File: src/rtl/riscv_mem_pkg.sv
`default_nettype none
// ---------------------------------------------------------------------------
// riscv_mem_pkg : MemOp encodings and MEM-stage FSM states.  rev 1.0
// ---------------------------------------------------------------------------
package riscv_mem_pkg;

  localparam logic [2:0] MEMOP_B  = 3'b000;
  localparam logic [2:0] MEMOP_H  = 3'b001;
  localparam logic [2:0] MEMOP_W  = 3'b010;
  localparam logic [2:0] MEMOP_BU = 3'b100;
  localparam logic [2:0] MEMOP_HU = 3'b101;

  typedef enum logic [1:0] {
    IDLE = 2'd0,
    REQ  = 2'd1,
    WAIT = 2'd2
  } mem_state_e;

endpackage
`default_nettype wire

File: src/rtl/mem_access_stage_if.sv
`default_nettype none
// ---------------------------------------------------------------------------
// mem_access_stage_if : req/gnt/rvalid data-memory bus.  rev 1.0
// ---------------------------------------------------------------------------
interface mem_access_stage_if;
  logic        dmem_req;
  logic        dmem_we;
  logic [31:0] dmem_addr;
  logic [3:0]  dmem_be;
  logic [31:0] dmem_wdata;
  logic        dmem_gnt;
  logic        dmem_rvalid;
  logic [31:0] dmem_rdata;

  modport master (
    output dmem_req, dmem_we, dmem_addr, dmem_be, dmem_wdata,
    input  dmem_gnt, dmem_rvalid, dmem_rdata
  );

  modport slave (
    input  dmem_req, dmem_we, dmem_addr, dmem_be, dmem_wdata,
    output dmem_gnt, dmem_rvalid, dmem_rdata
  );
endinterface
`default_nettype wire

File: src/rtl/mem_align.sv
`default_nettype none
// ---------------------------------------------------------------------------
// mem_align : store lane replication / byte enables, load extract, legality.  rev 1.0
// ---------------------------------------------------------------------------
module mem_align
  import riscv_mem_pkg::*;
(
  input  wire [2:0]   mem_op,
  input  wire [1:0]   addr_lo,
  input  wire [31:0]  store_data,
  input  wire [31:0]  load_word,
  output logic [3:0]  store_be,
  output logic [31:0] store_word,
  output logic [31:0] load_data,
  output logic        legal
);

  logic [31:0] shifted;

  always_comb begin
    legal = 1'b0;
    case (mem_op)
      MEMOP_B, MEMOP_BU: legal = 1'b1;
      MEMOP_H, MEMOP_HU: legal = ~addr_lo[0];
      MEMOP_W:           legal = (addr_lo == 2'b00);
      default:           legal = 1'b0;
    endcase
  end

  // Size comes from the low two MemOp bits; the sign bit is irrelevant for stores
  always_comb begin
    store_word = store_data;
    store_be   = 4'b1111;
    case (mem_op[1:0])
      2'b00: begin
        store_word = {4{store_data[7:0]}};
        store_be   = 4'b0001 << addr_lo;
      end
      2'b01: begin
        store_word = {2{store_data[15:0]}};
        store_be   = 4'b0011 << addr_lo;
      end
      default: begin
        store_word = store_data;
        store_be   = 4'b1111;
      end
    endcase
  end

  assign shifted = load_word >> {addr_lo, 3'b000};

  always_comb begin
    load_data = shifted;
    case (mem_op)
      MEMOP_B:  load_data = {{24{shifted[7]}}, shifted[7:0]};
      MEMOP_BU: load_data = {24'b0, shifted[7:0]};
      MEMOP_H:  load_data = {{16{shifted[15]}}, shifted[15:0]};
      MEMOP_HU: load_data = {16'b0, shifted[15:0]};
      default:  load_data = shifted;
    endcase
  end

endmodule
`default_nettype wire

File: src/rtl/mem_access_stage.sv
`default_nettype none
// ---------------------------------------------------------------------------
// mem_access_stage : MEM pipeline stage with req/gnt/rvalid data bus and MEM/WB register.  rev 1.0
// ---------------------------------------------------------------------------
module mem_access_stage
  import riscv_mem_pkg::*;
#(
  parameter int unsigned TIMEOUT_CYCLES = 256
) (
  input  wire         clk,
  input  wire         reset,
  input  wire [2:0]   MemOp_line_in,
  input  wire         MemRead_line_in,
  input  wire         MemWrite_line_in,
  input  wire [31:0]  ReadData2_line_in,
  input  wire [31:0]  ALUResult_line_in,
  input  wire [4:0]   rd_line_in,
  input  wire         RegWrite_line_in,
  input  wire         MemtoReg_line_in,
  mem_access_stage_if.master dmem,
  output logic        mem_stall,
  output logic        mem_fault,
  output logic [31:0] ReadData_line_out,
  output logic [31:0] ALUResult_line_out,
  output logic [4:0]  rd_line_out,
  output logic        RegWrite_line_out,
  output logic        MemtoReg_line_out
);

  localparam int CNT_W = (TIMEOUT_CYCLES > 1) ? $clog2(TIMEOUT_CYCLES) : 1;
  localparam logic [CNT_W-1:0] CNT_LAST = CNT_W'(TIMEOUT_CYCLES - 1);

  mem_state_e       state, next_state;
  logic [CNT_W-1:0] tmo_cnt;
  logic             is_access, is_store, op_legal;
  logic             start_ok, access_fault, done, load_done, timeout_hit, fault_now;
  logic             req_int, stall_int;
  logic [3:0]       store_be;
  logic [31:0]      store_word, load_ext;

  mem_align u_align (
    .mem_op     (MemOp_line_in),
    .addr_lo    (ALUResult_line_in[1:0]),
    .store_data (ReadData2_line_in),
    .load_word  (dmem.dmem_rdata),
    .store_be   (store_be),
    .store_word (store_word),
    .load_data  (load_ext),
    .legal      (op_legal)
  );

  // A simultaneous read+write request is handled as a store
  assign is_access    = MemRead_line_in | MemWrite_line_in;
  assign is_store     = MemWrite_line_in;
  assign start_ok     = (state == IDLE) & is_access & op_legal;
  assign access_fault = (state == IDLE) & is_access & ~op_legal;
  assign load_done    = (state == WAIT) & dmem.dmem_rvalid;
  assign done         = ((state == REQ) & dmem.dmem_gnt & is_store) | load_done;
  assign timeout_hit  = (TIMEOUT_CYCLES != 0) && (state != IDLE) &&
                        (tmo_cnt == CNT_LAST) && !done;
  assign fault_now    = access_fault | timeout_hit;

  assign dmem.dmem_addr  = {ALUResult_line_in[31:2], 2'b00};
  assign dmem.dmem_we    = is_store;
  assign dmem.dmem_be    = is_store ? store_be : 4'b1111;
  assign dmem.dmem_wdata = store_word;
  assign dmem.dmem_req   = req_int & reset;
  assign mem_stall       = stall_int & reset;

  always_ff @(posedge clk) begin
    if (!reset) state <= IDLE;
    else        state <= next_state;
  end

  always_comb begin
    next_state = state;
    case (state)
      IDLE: begin
        if (start_ok) begin
          if (!dmem.dmem_gnt)  next_state = REQ;
          else if (!is_store)  next_state = WAIT;
        end
      end
      REQ: begin
        if (timeout_hit)         next_state = IDLE;
        else if (dmem.dmem_gnt)  next_state = is_store ? IDLE : WAIT;
      end
      WAIT: begin
        if (load_done || timeout_hit) next_state = IDLE;
      end
      default: next_state = IDLE;
    endcase
  end

  always_comb begin
    req_int   = 1'b0;
    stall_int = 1'b0;
    case (state)
      IDLE: begin
        req_int   = start_ok;
        stall_int = start_ok & ~(dmem.dmem_gnt & is_store);
      end
      REQ: begin
        req_int   = 1'b1;
        stall_int = ~done & ~timeout_hit;
      end
      WAIT: stall_int = ~done & ~timeout_hit;
      default: begin
        req_int   = 1'b0;
        stall_int = 1'b0;
      end
    endcase
  end

  always_ff @(posedge clk) begin
    if (!reset || state == IDLE) tmo_cnt <= '0;
    else                         tmo_cnt <= tmo_cnt + CNT_W'(1);
  end

  // MEM/WB register: a stalled edge becomes a bubble, a faulting edge drops the write
  always_ff @(posedge clk) begin
    if (!reset) begin
      mem_fault          <= 1'b0;
      ReadData_line_out  <= '0;
      ALUResult_line_out <= '0;
      rd_line_out        <= '0;
      RegWrite_line_out  <= 1'b0;
      MemtoReg_line_out  <= 1'b0;
    end else begin
      mem_fault <= fault_now;
      if (mem_stall) begin
        RegWrite_line_out <= 1'b0;
        MemtoReg_line_out <= 1'b0;
      end else begin
        ALUResult_line_out <= ALUResult_line_in;
        rd_line_out        <= rd_line_in;
        RegWrite_line_out  <= RegWrite_line_in & ~fault_now;
        MemtoReg_line_out  <= MemtoReg_line_in;
        ReadData_line_out  <= load_done ? load_ext : 32'h0;
      end
    end
  end

endmodule
`default_nettype wire

File: src/flat_wrapper.sv
// flat-port wrapper written by rule: the top's interface ports become plain ports
module mem_access_stage_flat import riscv_mem_pkg::*;
#(
  parameter int unsigned TIMEOUT_CYCLES = 256
)
  (clk, reset, MemOp_line_in, MemRead_line_in, MemWrite_line_in, ReadData2_line_in, ALUResult_line_in, rd_line_in, RegWrite_line_in, MemtoReg_line_in, mem_stall, mem_fault, ReadData_line_out, ALUResult_line_out, rd_line_out, RegWrite_line_out, MemtoReg_line_out, dmem_dmem_req, dmem_dmem_we, dmem_dmem_addr, dmem_dmem_be, dmem_dmem_wdata, dmem_dmem_gnt, dmem_dmem_rvalid, dmem_dmem_rdata);
  mem_access_stage_if dmem_i ();
  input  wire clk;
  input  wire reset;
  input  wire [2:0] MemOp_line_in;
  input  wire MemRead_line_in;
  input  wire MemWrite_line_in;
  input  wire [31:0] ReadData2_line_in;
  input  wire [31:0] ALUResult_line_in;
  input  wire [4:0] rd_line_in;
  input  wire RegWrite_line_in;
  input  wire MemtoReg_line_in;
  output logic mem_stall;
  output logic mem_fault;
  output logic [31:0] ReadData_line_out;
  output logic [31:0] ALUResult_line_out;
  output logic [4:0] rd_line_out;
  output logic RegWrite_line_out;
  output logic MemtoReg_line_out;
  output wire logic [$bits(dmem_i.dmem_req)-1:0] dmem_dmem_req;
  output wire logic [$bits(dmem_i.dmem_we)-1:0] dmem_dmem_we;
  output wire logic [$bits(dmem_i.dmem_addr)-1:0] dmem_dmem_addr;
  output wire logic [$bits(dmem_i.dmem_be)-1:0] dmem_dmem_be;
  output wire logic [$bits(dmem_i.dmem_wdata)-1:0] dmem_dmem_wdata;
  input wire logic [$bits(dmem_i.dmem_gnt)-1:0] dmem_dmem_gnt;
  input wire logic [$bits(dmem_i.dmem_rvalid)-1:0] dmem_dmem_rvalid;
  input wire logic [$bits(dmem_i.dmem_rdata)-1:0] dmem_dmem_rdata;
  assign dmem_dmem_req = dmem_i.dmem_req;
  assign dmem_dmem_we = dmem_i.dmem_we;
  assign dmem_dmem_addr = dmem_i.dmem_addr;
  assign dmem_dmem_be = dmem_i.dmem_be;
  assign dmem_dmem_wdata = dmem_i.dmem_wdata;
  assign dmem_i.dmem_gnt = dmem_dmem_gnt;
  assign dmem_i.dmem_rvalid = dmem_dmem_rvalid;
  assign dmem_i.dmem_rdata = dmem_dmem_rdata;
  mem_access_stage #(.TIMEOUT_CYCLES(TIMEOUT_CYCLES)) u_core (.clk(clk), .reset(reset), .MemOp_line_in(MemOp_line_in), .MemRead_line_in(MemRead_line_in), .MemWrite_line_in(MemWrite_line_in), .ReadData2_line_in(ReadData2_line_in), .ALUResult_line_in(ALUResult_line_in), .rd_line_in(rd_line_in), .RegWrite_line_in(RegWrite_line_in), .MemtoReg_line_in(MemtoReg_line_in), .dmem(dmem_i), .mem_stall(mem_stall), .mem_fault(mem_fault), .ReadData_line_out(ReadData_line_out), .ALUResult_line_out(ALUResult_line_out), .rd_line_out(rd_line_out), .RegWrite_line_out(RegWrite_line_out), .MemtoReg_line_out(MemtoReg_line_out));
endmodule
File: config.mk
export PLATFORM = sky130hd
export DESIGN_NAME = mem_access_stage_flat
export DESIGN_NICKNAME = d
export VERILOG_FILES = /design/src/rtl/riscv_mem_pkg.sv /design/src/rtl/mem_access_stage_if.sv /design/src/rtl/mem_align.sv /design/src/rtl/mem_access_stage.sv /design/src/flat_wrapper.sv
export SDC_FILE = /design/constraint.sdc
export NUM_CORES = 1
export LEC_CHECK = 0
export ABC_AREA = 1
export BUFFER_PORTS_ARGS = -buffer_cell sky130_fd_sc_hd__buf_2
export CORE_UTILIZATION = 35
export CTS_CLUSTER_SIZE = 25
export DETAILED_ROUTE_END_ITERATION = 6
export PLACE_DENSITY = 0.64
export REMOVE_ABC_BUFFERS = 1
export SYNTH_ARGS = -nofsm -noshare
export SYNTH_HDL_FRONTEND = slang
export SYNTH_SLANG_ARGS = --single-unit
File: constraint.sdc
create_clock -name clk -period 3.4 [get_ports clk]
set_input_delay 0.51 -clock clk [delete_from_list [all_inputs] [get_ports clk]]
set_output_delay 0.51 -clock clk [all_outputs]
set_load 0.03 [all_outputs]
Word level (Yosys, flattened, before mapping):

Cells that the tools add are included.

* register bits: 82
* bits in latches: 0
* memory bits (writable): 0
* ROM bits: 0
* output and inout bits: 143
* memories kept: 0

* add/subtract/negate cells: 1
* multipliers: 0
* divide/modulo/power cells: 0
* $lt $le $gt $ge: 0
* equality and inequality tests: 12
* shifts and indexed selects: 3
* multiplexer cells: 16
* bitwise operators: 22
* reduce and logical (&&, ||, !) cells: 16

Operators with widths (number)
* $pmux 32 s4: 1
* $pmux 32 s2: 1
* $mux 32: 1
* $shr 32x5->32: 1
* $mux 2: 7
* $and 1x1->1: 12
* $add 8x1->8 const B: 1
* $eq 8x8->1 const B: 1
* $pmux 4 s2: 1
* $reduce_or 2->1: 4
* $not 1->1: 7
* $eq 3x3->1 const B: 2
* $logic_not 2->1: 3
* $pmux 2 s3: 1
* $eq 2x1->1 const B: 2
* $mux 4: 1
* $pmux 1 s2: 2
* $reduce_and 4->1: 1
* $shl 1x2->4 const A: 1
* $shl 2x2->4 const A: 1
* $eq 3x1->1 const B: 1
* $eq 3x2->1 const B: 1
* $logic_not 3->1: 1
* $ne 3x2->1 const B: 1
* other kinds (10): 15

Depth between registers and ports, before layout:

* depth in word-level cells: 11
* mapped depth: 14
* depth with buffers taken out: 12

Cells and area by module:

From an unflattened synthesis, not the netlist that was laid out.

* cells, all modules: 712
* area, all modules: 4893.4 sq um

Modules (own cells, without submodules)
* mem_access_stage: instances 1, cells an instance 462, area each 3628.5 sq um
* mem_align: instances 1, cells an instance 250, area each 1265.0 sq um

Least setup slack after synthesis:

No wires, ideal clock.

* path kind: in2out
* start: input port MemOp_line_in[1]
* end: output port dmem_dmem_wdata[10]
* arrival: 1.621 ns
* setup slack: 1.269 ns
* stages: 4
* path buffers: 2
* cells stage by stage: buf_2 -> nor2_4 -> clkbuf_1 -> o21ai_0

* longest elaborated chain between the ends: 2
* elaborated cells between the ends (all ways): 3
* classes of those cells: eq/ne: 1; mux: 1; reduce/logical: 1

Ends and longest elaborated chain
* from (decl): RTL line flat_wrapper.sv:10 `input wire [2:0] MemOp_line_in;`
* $eq 2x1->1 or $logic_not 2->1 (tied branches): RTL line mem_align.sv:34 `case (mem_op[1:0])`
* $pmux 32 s2 *: RTL line mem_align.sv:34
* to (decl): RTL line flat_wrapper.sv:29 `output wire logic [$bits(dmem_i.dmem_wdata)-1:0] dmem_dmem_wdata;`

Mark *: on every way between the ends. The rest lies on a longest branch, timed or not.

Final worst setup path:

* start: register u_core.state[0]
* end: output port mem_stall

* longest elaborated chain between the ends: 10
* elaborated cells between the ends (all ways): 20
* classes of those cells: eq/ne: 2; mux: 1; bitwise: 11; reduce/logical: 6

Ends and longest elaborated chain
* from (decl): RTL line mem_access_stage.sv:33 `mem_state_e state, next_state;`
* from (signal assigned): RTL line mem_access_stage.sv:72 `else state <= next_state;`
* $eq 2x1->1: RTL line mem_access_stage.sv:58, mem_access_stage.sv:98
* $and 1x1->1 (2 in a row): RTL line mem_access_stage.sv:58 `assign done = ((state == REQ) & dmem.dmem_gnt & is_store) | load_done;`
* $or 1x1->1: RTL line mem_access_stage.sv:58
* $logic_not 1->1: RTL line mem_access_stage.sv:60 `(tmo_cnt == CNT_LAST) && !done;`
* $logic_and 1x1->1: RTL line mem_access_stage.sv:60
* $not 1->1: RTL line mem_access_stage.sv:105, mem_access_stage.sv:107
* $and 1x1->1: RTL line mem_access_stage.sv:105, mem_access_stage.sv:107
* $pmux 1 s2 *: RTL line mem_access_stage.sv:98 `case (state)`
* $and 1x1->1 *: RTL line mem_access_stage.sv:68 `assign mem_stall = stall_int & reset;`
* to (decl): RTL line flat_wrapper.sv:18 `output logic mem_stall;`

Marked as above.

==> results <==
- The longest individual stage delay on the worst path is 0.38 ns.
- The detailed placer's ending HPWL is 10,860 µm.
- The count of buffers inserted at the top-level ports is 252.
- In the synthesized netlist, the cells that appear most often are nand2_1, nand3_1, dfxtp_1, buf_4, inv_1.
- After floorplanning, the core was sized to cover 12,720 µm².
- After synthesis, the mean cell area works out to 6.426 µm².
- The number of global-route vias before repair came to 4,511.
- The maximum fanout along the worst path is 11.
- The cell area after synthesis is 4594 µm².
- The number of antenna violations at the first check in global routing is 1.
- The count of maximum capacitance violations is 0.
- Clock latency on the worst-skew pair, taken at its later pin, is 0.33 ns.
- For this run the aggregate overflow at the end of global routing stands at 0.
- The width of the die is ~120 µm.
- The number of routed nets with antenna violations is 0.
- The first-pass GRT wire length is 21,650 µm.
- The gate count after technology mapping is 715.
- Summed over all instances, the cell type with the most area after synthesis is dfxtp_1.
- The leading register cell type out of synthesis is dfxtp_1.
- The analysis attributes to cell leakage a power of 3.389 nW.
- 255 I/O pins were placed.
- The critical path goes through inv_1 -> ha_1 -> nand2_1 -> nand2_1 -> inv_1 -> nand3_1 -> nand2_2 -> nand3_1 -> inv_2 -> buf_2.
- Setup violations remaining at the end of the flow were counted as 0.
- The largest individual stage delay along the critical path comes from the cell dfxtp_1.
- Setup repair after global routing left no endpoint under its margin.
- The kind of path behind the tightest hold check is input port to flip-flop.
- The number of diodes added for antenna fixing is 0.
- The number of DRC violations after detailed routing is 0.
- The smallest clock period supported by the final layout is computed as 2.819 ns.
- The clock tree root driver cell is clkbuf_16.
- The detail-routed via count per cell is 4.669.
- The die covers 13,590 µm².
- The share of the synthesized area in the top cell type is approximately 36%.
- Compared with the post-synthesis result, the final layout area differs by 28.02%.
- The number of iterations in the first detailed-routing pass is 6.
- The number of instances resized during post-cts repair is 0.
- The sequential-to-total area share from yosys stat is 35.73%.
- The final-report max-slew violation count is 0.
- After clock tree synthesis, the setup repair step added 0 buffers.
- The count of cell types in the netlist is 32.
- For this block, the initial DRC count from the detailed router was 240.
- The TritonCTS clock tree is built.
- The effective utilization at floorplan is 36.11%.
- The number of inserted filler cells in the final layout is 1,435.
- Across every metal layer, demand over resource in global routing totals 20.83%.
- The worst pin sits at a relative slew slack of 57.36%.
- The maximum count of clock buffers along a single path is 2.
- The number of endpoints with negative hold slack in the final report is 0.
- The most frequent cell after synthesis is nand2_1.
- The arrival time reported for the critical path endpoint is about 2.3 ns.
- The share of the cycle needed by the critical path after routing is between 80% and 90%.
- The worst-case IR drop observed on VDD is 0.2617 mV.
- The post-synthesis sequential element count is 82.
- Of all flip-flops after synthesis, the portion carrying an async set or reset was 0%.
- The number of nets at the end of the flow is between 1k and 1.5k.
- For the pin with the worst max-slew slack, the measured transition is approximately 0.64 ns.
- STA classifies the critical path endpoint as an output port.
- The maximum number of pins on one net before global-route repair is 61.
- The mean routed wirelength per cell is between 10 and 15 µm.
- Routability-driven placement finished with a final weighted congestion of slightly below 0.9.
- The critical path is of the flip-flop to output port type.
- Clock-pin slew was measured on the worst setup and hold paths at approximately 0.06 ns.
- The run finished with clean final reports.
- In this run the power density over the cells is 718.9 nW/µm².
- The number of clock buffers added by TritonCTS is 9.
- After synthesis, the cell types taking the most area are dfxtp_1, nand2_1, nand3_1.
- The worst path required time is 2.89 ns.
- The floorplan step set the die height to approximately 120 µm.
- The slack of the worst reg-to-reg path is 0.98 ns.
- The hold-fix buffer count after cts is 0.
- The final setup TNS is 0 ns.
- The floorplan has 41 rows.
- Counting flops with a built-in enable in the synthesized netlist gives 0.
- The via count of the routed design is 5,029.
- The count of H-tree levels built during CTS is 3.
- The number of warnings issued by yosys is 0.
- Based on the critical path, the design can be clocked at up to approximately 350 MHz.
- The clock tree skew after final layout is 0.004815 ns.
- The number of sinks on the clock net is 82.
- Summed over all layers, the routed wires come to approximately 14,000 µm.
- The design draws between 0.004 and 0.005 W.
- The critical path launch point type is a flip-flop.
- The fraction of layout instances using a drive strength above 1 is 31.60%.
[worst max-delay path, delay by kind of cell (launching register included)]
kind | cells | cell delay (ns)
AND/OR/NAND/NOR | 5 | 0.89
adder cells (fa/ha/maj) | 1 | 0.22
flip-flops | 1 | 0.38
buffers and inverters | 4 | 0.49
[worst paths after layout]
| check | to | cells past startpoint | from |
|---|---|---|---|
| max | mem_stall | 10 | u_core.state[0] |
| min | u_core.MemtoReg_line_out | 3 | MemtoReg_line_in |
| max reg2reg | u_core.ReadData_line_out[18] | 12 | u_core.state[0] |
| min reg2reg | u_core.ALUResult_line_out[24] | 2 | u_core.ALUResult_line_out[24] |
[metrics by stage]
stage               utilization (%)  std cells  cell area (µm²)  hold slack (ns)  worst slack (ns)
floorplan                         -        631             4070           0.4176            0.7313
detailed placement            44.07       1063             5607           0.4296            0.8470
finish                        46.23       1077             5882           0.3972            0.5809
CTS                           46.23       1077             5882           0.3879            0.5205
global placement              44.07       1063             5607           0.4237            0.8728
global route                  46.23       1077             5882           0.3844            0.3133
[cells in the final DEF (no fill, tap or decap), drive strengths merged]
master / count
a21boi: 1
a21oi: 14
a22oi: 3
a31oi: 3
buf: 260
bufinv: 1
clkbuf: 11
clkinv: 1
clkinvlp: 1
conb: 2
dfxtp: 82
ha: 5
inv: 49
mux2i: 2
nand2: 294
nand3: 95
nand4: 17
nor2: 30
nor3: 2
o211ai: 5
o21ai: 22
o22ai: 1
o31ai: 1
xnor2: 2
xor2: 1
[cell families (layout without fill, tap and decap cells)]
logic type                 Yosys count  after routing  synth area share (%)
and+or+nand+nor                    438            438                 40.22
buffers and inverters              134            323                 15.50
DFF                                 82             82                 35.73
AOI/OAI and AO/OA                   50             50                 6.100
adders and majority gates            5              5                 1.362
xor gates and xnor gates             3              3                0.5720
muxes                                2              2                0.4357
other                                1              2               0.08162
[report_power, final]
group	leakage, nW	switching [W]	internal, W
logic	2.59	0.00145	0.000523
registers	0.672	0.000119	0.00121
clock network	0.131	0.000367	0.000560
[area by class of cell]
class,instances,area [µm²],share of cell area [%]
Sequential cell,82,1642,27.91
Tap cell,172,215.2,3.659
Timing Repair Buffer,260,1321,22.46
Clock inverter,3,42.54,0.7233
Clock buffer,11,232.7,3.957
Inverter,49,183.9,3.127
Multi-Input combinational cell,500,2245,38.16
[registers in the layout (all words and copies together), names as in the netlist]
register	count
u_core.MemtoReg_line_out	1
u_core.RegWrite_line_out	1
u_core.state	2
u_core.rd_line_out	5
u_core.ReadData_line_out	32
u_core.mem_fault	1
u_core.ALUResult_line_out	32
u_core.tmo_cnt	8
[layer usage]
metal	track usage, %	wire length, µm	vias up
met5	0	0	-
met4	6.667	285	0
met3	5.397	1167	12
met2	38.07	6824	216
met1	23.50	6017	2198
li1	-	-	2603
Power figures use the tool's default switching activity.
